===== src/rtl/nonce_collector.sv =====
// nonce_collector: round-robin harvester that reads winning nonces from the hash macros into a pop FIFO.
// Build option NONCE_COLLECTOR_OVERWRITE_EN: a full FIFO drops its oldest entry instead of back-pressuring.
module nonce_collector #(
    parameter int         NUM_MACROS = 4,
    parameter logic [5:0] NONCE_BASE = 6'h00,
    parameter int         FIFO_DEPTH = 4
) (
    input  logic                  SPI_CLK,
    input  logic                  RST,
    input  logic                  scan_enable,
    input  logic [NUM_MACROS-1:0] DATA_AVAILABLE,
    output logic [NUM_MACROS-1:0] MACRO_RD_SELECT,
    output logic [5:0]            HASH_ADDR,
    input  logic [7:0]            DATA_FROM_HASH,
    input  logic                  pop,
    output logic                  head_valid,
    output logic [3:0]            head_macro,
    output logic [31:0]           head_nonce,
    output logic [4:0]            fifo_count,
    output logic                  overflow,
    input  logic                  overflow_clear,
    output logic                  irq
);
    localparam int         AW       = $clog2(FIFO_DEPTH);
    localparam logic [4:0] DEPTH    = 5'(FIFO_DEPTH);
    localparam logic [3:0] LAST_PTR = 4'(NUM_MACROS - 1);

    typedef enum logic [2:0] {IDLE, ADDR, READ, PUSH, HOLDOFF} state_t;

    typedef struct packed {
        logic [3:0]  macro;
        logic [31:0] nonce;
    } entry_t;

    state_t        state;
    logic [3:0]    ptr;
    logic [1:0]    byte_idx;
    logic          holdoff_cnt;
    logic [31:0]   nonce_acc;

    entry_t        mem [FIFO_DEPTH];
    logic [AW-1:0] head_ptr;
    logic [AW-1:0] tail_ptr;

    logic                  flag_sel;
    logic [NUM_MACROS-1:0] sel_onehot;
    logic [3:0]            next_ptr;

    // NOTE: every always_comb output gets a default first, so no path leaves it unassigned (no latch).
    always_comb begin
        flag_sel   = 1'b0;
        sel_onehot = '0;
        for (int i = 0; i < NUM_MACROS; i++) begin
            if (ptr == 4'(i)) begin
                flag_sel      = DATA_AVAILABLE[i];
                sel_onehot[i] = 1'b1;
            end
        end
    end

    assign next_ptr = (ptr == LAST_PTR) ? 4'd0 : ptr + 4'd1;

    logic push;
    logic full;
    logic pop_eff;
    logic push_eff;
    logic drop;
    logic can_accept;

    assign push    = (state == PUSH);
    assign full    = (fifo_count == DEPTH);
    assign pop_eff = pop && (fifo_count != 5'd0);

`ifdef NONCE_COLLECTOR_OVERWRITE_EN
    assign can_accept = 1'b1;
    assign push_eff   = push;
    assign drop       = push && full && !pop_eff;
`else
    assign can_accept = !full;
    assign push_eff   = push && (!full || pop_eff);
    assign drop       = 1'b0;
`endif

    logic          advance_head;
    logic [AW-1:0] head_nxt;
    logic [4:0]    count_nxt;
    entry_t        push_entry;
    entry_t        head_entry_nxt;

    assign advance_head = pop_eff || drop;
    assign head_nxt     = advance_head ? head_ptr + AW'(1) : head_ptr;
    assign count_nxt    = fifo_count + (push_eff ? 5'd1 : 5'd0) - (advance_head ? 5'd1 : 5'd0);
    assign push_entry   = '{macro: ptr, nonce: nonce_acc};

    // A push into the slot that becomes head must bypass the array to keep head_* registered.
    always_comb begin
        head_entry_nxt = mem[head_nxt];
        if (push_eff && (tail_ptr == head_nxt)) begin
            head_entry_nxt = push_entry;
        end
    end

    // NOTE: the entry array is deliberately not reset; head_* are forced to 0 while empty so stale slots never leak.
    always_ff @(posedge SPI_CLK) begin
        if (push_eff) begin
            mem[tail_ptr] <= push_entry;
        end
    end

    // NOTE: sequential state uses non-blocking assignments so every register samples pre-edge values.
    always_ff @(posedge SPI_CLK) begin
        if (RST) begin
            head_ptr   <= '0;
            tail_ptr   <= '0;
            fifo_count <= '0;
            head_valid <= 1'b0;
            irq        <= 1'b0;
            head_macro <= '0;
            head_nonce <= '0;
            overflow   <= 1'b0;
        end else begin
            head_ptr   <= head_nxt;
            fifo_count <= count_nxt;
            head_valid <= (count_nxt != 5'd0);
            irq        <= (count_nxt != 5'd0);
            if (push_eff) begin
                tail_ptr <= tail_ptr + AW'(1);
            end
            if (count_nxt != 5'd0) begin
                head_macro <= head_entry_nxt.macro;
                head_nonce <= head_entry_nxt.nonce;
            end else begin
                head_macro <= '0;
                head_nonce <= '0;
            end
            if (drop) begin
                overflow <= 1'b1;
            end else if (overflow_clear) begin
                overflow <= 1'b0;
            end
        end
    end

    // Scan/read sequencer; select and address are registered so they change exactly on state entry.
    always_ff @(posedge SPI_CLK) begin
        if (RST) begin
            state           <= IDLE;
            ptr             <= '0;
            byte_idx        <= '0;
            holdoff_cnt     <= 1'b0;
            nonce_acc       <= '0;
            MACRO_RD_SELECT <= '0;
            HASH_ADDR       <= '0;
        end else begin
            case (state)
                IDLE: begin
                    if (scan_enable && flag_sel && can_accept) begin
                        state           <= ADDR;
                        MACRO_RD_SELECT <= sel_onehot;
                        HASH_ADDR       <= NONCE_BASE;
                    end else if (scan_enable && can_accept) begin
                        ptr <= next_ptr;
                    end
                end
                ADDR: begin
                    state     <= READ;
                    byte_idx  <= 2'd0;
                    HASH_ADDR <= NONCE_BASE + 6'd1;
                end
                READ: begin
                    // Bytes shift in from the top so byte 0 lands in [7:0] after four reads.
                    nonce_acc <= {DATA_FROM_HASH, nonce_acc[31:8]};
                    if (byte_idx == 2'd3) begin
                        state           <= PUSH;
                        MACRO_RD_SELECT <= '0;
                        HASH_ADDR       <= '0;
                    end else begin
                        byte_idx <= byte_idx + 2'd1;
                        if (byte_idx != 2'd2) begin
                            HASH_ADDR <= NONCE_BASE + {4'd0, byte_idx} + 6'd2;
                        end
                    end
                end
                PUSH: begin
                    state       <= HOLDOFF;
                    holdoff_cnt <= 1'b0;
                end
                HOLDOFF: begin
                    if (holdoff_cnt) begin
                        state <= IDLE;
                        ptr   <= next_ptr;
                    end else begin
                        holdoff_cnt <= 1'b1;
                    end
                end
                default: begin
                    state <= IDLE;
                end
            endcase
        end
    end

endmodule


===== config.mk =====
export PLATFORM = sky130hd
export DESIGN_NAME = nonce_collector
export DESIGN_NICKNAME = d
export VERILOG_FILES = /design/src/rtl/nonce_collector.sv
export SDC_FILE = /design/constraint.sdc
export NUM_CORES = 1
export LEC_CHECK = 0
export CAP_MARGIN = 40
export CORE_MARGIN = 3
export CORE_UTILIZATION = 60
export CTS_BUF_LIST = sky130_fd_sc_hd__clkbuf_4 sky130_fd_sc_hd__clkbuf_8
export CTS_CLUSTER_DIAMETER = 60
export DETAILED_ROUTE_END_ITERATION = 12
export GPL_TIMING_DRIVEN = 0
export HOLD_SLACK_MARGIN = 0.03
export PLACE_DENSITY = 0.81
export REMOVE_ABC_BUFFERS = 1
export SYNTH_ARGS = -nofsm -noshare
export SYNTH_HDL_FRONTEND = slang
export SYNTH_SLANG_ARGS = --single-unit

===== constraint.sdc =====
create_clock -name SPI_CLK -period 10.24 [get_ports SPI_CLK]
set_input_delay 2.048 -clock SPI_CLK [delete_from_list [all_inputs] [get_ports SPI_CLK]]
set_output_delay 2.048 -clock SPI_CLK [all_outputs]
set_load 0.1 [all_outputs]

==> impl_metrics.tcl <==
set metrics [dict create \
    die_area_sq_um 19400 \
    syn_inst 732 \
    use_met1_pct 32.6 \
    synth_edf_count 144 \
    power_frac_comb_pct 46.5 \
    drv_slew 0 \
    r2r-end "head_nonce[23]$_SDFF_PP0_" \
    netSwitchingPower_mw 1.57 \
    cts_made_buffers 38 \
    max_clock_freq_mhz 191 \
    wl_um 24600 \
    hold_depth 1 \
    cts_tree "built" \
    start_util_pct 61.4 \
    gp_congestion 0.778 \
    drive_gt1_share_pct 28.6 \
    h-tree-depth 2 \
    min-delay-path-class "reg -> reg" \
    seqPwrFrac_pct 32.1 \
    final-setup-viol-count 0 \
    hold_end "MACRO_RD_SELECT[0]$_SDFFE_PP0P_" \
    swShare_pct 40.6 \
    r2r_slack_ns 6.20 \
    layout.nets 874 \
    path_clk_slew_ns 0.06 \
    clock_latency_ns 0.53 \
    cts.sink_count 239 \
    grt.overflow.total 0 \
    num_rows 48 \
    totalPowerFinal_mw 3.87 \
    hold_viol_final 0 \
    peakVddDrop_mv 0.309 \
    grt_max_degree 63 \
    dp_hpwl_um 14500 \
    drtAntennaViolNets 0 \
    setup-tns-final_ns 0 \
    hold_start "MACRO_RD_SELECT[0]$_SDFFE_PP0P_" \
    layout_commonest_cell "edfxtp_1" \
    grtUsageMet3_pct 4.74 \
    firstDrtPassIters 5 \
    grt.busiest_layer "met2" \
    drtIter0Drc 676 \
    avgSynthCellArea_sq_um 14.6 \
    drcViolationCount 0 \
    ios 71 \
    vias 6977 \
    cts_root_buffer "clkbuf_8" \
    placed_area_sq_um 12400 \
    ctsResizeCount 0 \
    slew_headroom_pct 43.8 \
    cp_max_fo 39 \
    r2r_start "fifo_count[2]$_SDFF_PP0_" \
    layout_min_cycle_time_ns 5.24 \
    postCtsSetupBuffers 0 \
    p_leak_nw 4.54 \
    antenna_found_initial 0 \
    dieWidth_um 139 \
    clkPwrFrac_pct 21.4 \
    grt_pass1_vias 7456 \
    grt_util_met2_pct 44.7 \
    grt_pass1_wl_um 39600 \
    syn2layout_area_growth_pct 23.3 \
    core_area_sq_um 17400 \
    cp_data_arrival_time_ns 5.58 \
    grt_usage_pct 25.7 \
    final_area_sq_um 13200 \
    routed_via_density 6.37 \
    ys_seq_area_share_pct 58.4 \
    fin_skew_ns 0.0191 \
    power_density_nw_per_um2 294 \
    period_share_pct 51.2 \
    tightest_slew_ns 0.843 \
    crit_path_start_kind "input pin" \
    die_h_um 139 \
    worst-r2r-cell-count 11 \
    wl_per_cell_um 22.4 \
    cts_max_path_buffers 3 \
    ys_warn_count 0 \
    rsz0062_at_grt "false" \
    portBuffers 65 \
    synth_cell_types 61 \
    stdcell_count 1095 \
    status "finished clean" \
    final_cell_mix "edfxtp_1 (144), dfxtp_1 (93), nand2_1 (76)" \
    critPathRequiredTime_ns 10.58 \
    dp.cells 1025 \
    ys_async_sr_fraction_pct 0 \
    synth-seq-cells 239 \
    critPathKind "in -> reg" \
    num_antenna_cells 0 \
    cts_hold_buf 0 \
    endpoint_kind "flop" \
    synthFlopType "edfxtp_1" \
    maxCapViolations 0 \
    intPower_mw 2.30 \
    syn_area_sq_um 10700 \
]
-- cells by family after synthesis --
logic type	share of synthesized area, %
mux	18.7
buf+inv	3.24
other cells	0.0352
fa+ha+maj	2.07
compound gates	11.1
simple gates	5.74
flops	58.4
xor+xnor	0.739
-- cell type report --
class,count,area [sq um]
flip-flops and latches,239,6230
fillers,1027,4210
multi-input cells,420,4130
repair buffers,127,1660
clock buffers,53,679
well taps,225,282
clock inverters,17,109
inverters,14,52.6
-- flip-flops by register name, indices dropped and copies added, names as in the netlist --
name,count
HASH_ADDR,3
byte_idx,2
head_macro,4
state,3
irq,1
nonce_acc,32
tail_ptr,2
fifo_count,5
head_ptr,2
head_nonce,32
holdoff_cnt,1
ptr,4
mem,144
MACRO_RD_SELECT,4
-- power groups by stage --
stage	Combinational [mW]	Clock (mW)	Sequential, mW
after floorplan	0.608	0	1.82
after global placement	1.47	0	1.30
after detailed placement	1.80	0	1.26
after CTS	1.80	0.837	1.24
after global routing	1.88	0.882	1.26
final	1.80	0.828	1.24
-- layer usage --
metal  share of wire, %  vias up
li1                   -     3080
met5                  0        -
met1                 38     3516
met4                2.5        0
met3                7.7       54
met2                 52      327
-- Yosys cell counts, types with 5 or more instances --
master	number	area (sq um)
a211oi_1	42	315
nand3_1	6	30.0
buf_1	5	18.8
a21oi_1	41	205
clkbuf_1	39	146
inv_1	12	45.0
edfxtp_1	144	4320
buf_2	9	45.0
and2_1	6	37.5
dfxtp_1	95	1900
buf_4	5	37.5
xnor2_1	7	61.3
ha_1	16	200
mux4_2	70	1580
mux2i_1	39	390
nand2_1	78	293
nor2_1	20	75.1
a211oi_2	30	375
-- how the worst max path moves through the flow --
stage,start,endpoint,slack (ns),depth (start not counted)
2_1_floorplan,pop,head_nonce[20]$_SDFF_PP0_,4.52,10
3_5_place_dp,pop,head_nonce[23]$_SDFF_PP0_,4.48,11
5_1_grt,pop,head_nonce[23]$_SDFF_PP0_,4.80,11
4_1_cts,pop,head_nonce[23]$_SDFF_PP0_,5.03,11
3_3_place_gp,pop,head_nonce[23]$_SDFF_PP0_,2.09,11
6_report,pop,head_nonce[23]$_SDFF_PP0_,5.00,11
-- critical path, cell delays in order --
cell and delay [ns]:
clkdlybuf4s50_1 0.62, nand2_4 0.51, nand2_1 0.20, o21ai_1 0.08
ha_1 0.22, fa_1 0.41, a21oi_1 0.16, o21bai_1 0.09
xnor2_1 0.29, a31o_4 0.74, a211oi_1 0.15
-- stage by stage --
stage | setup WS (ns) | utilization [%] | hold slack, ns
after floorplan | 4.52 | - | 0.448
after global placement | 2.09 | 65.2 | 0.464
after detailed placement | 4.48 | 71.2 | 0.475
after CTS | 5.03 | 75.8 | 0.499
after global routing | 4.80 | 75.8 | 0.504
final | 5.00 | 75.8 | 0.491
No activity file was read; power rests on OpenSTA's default activity.
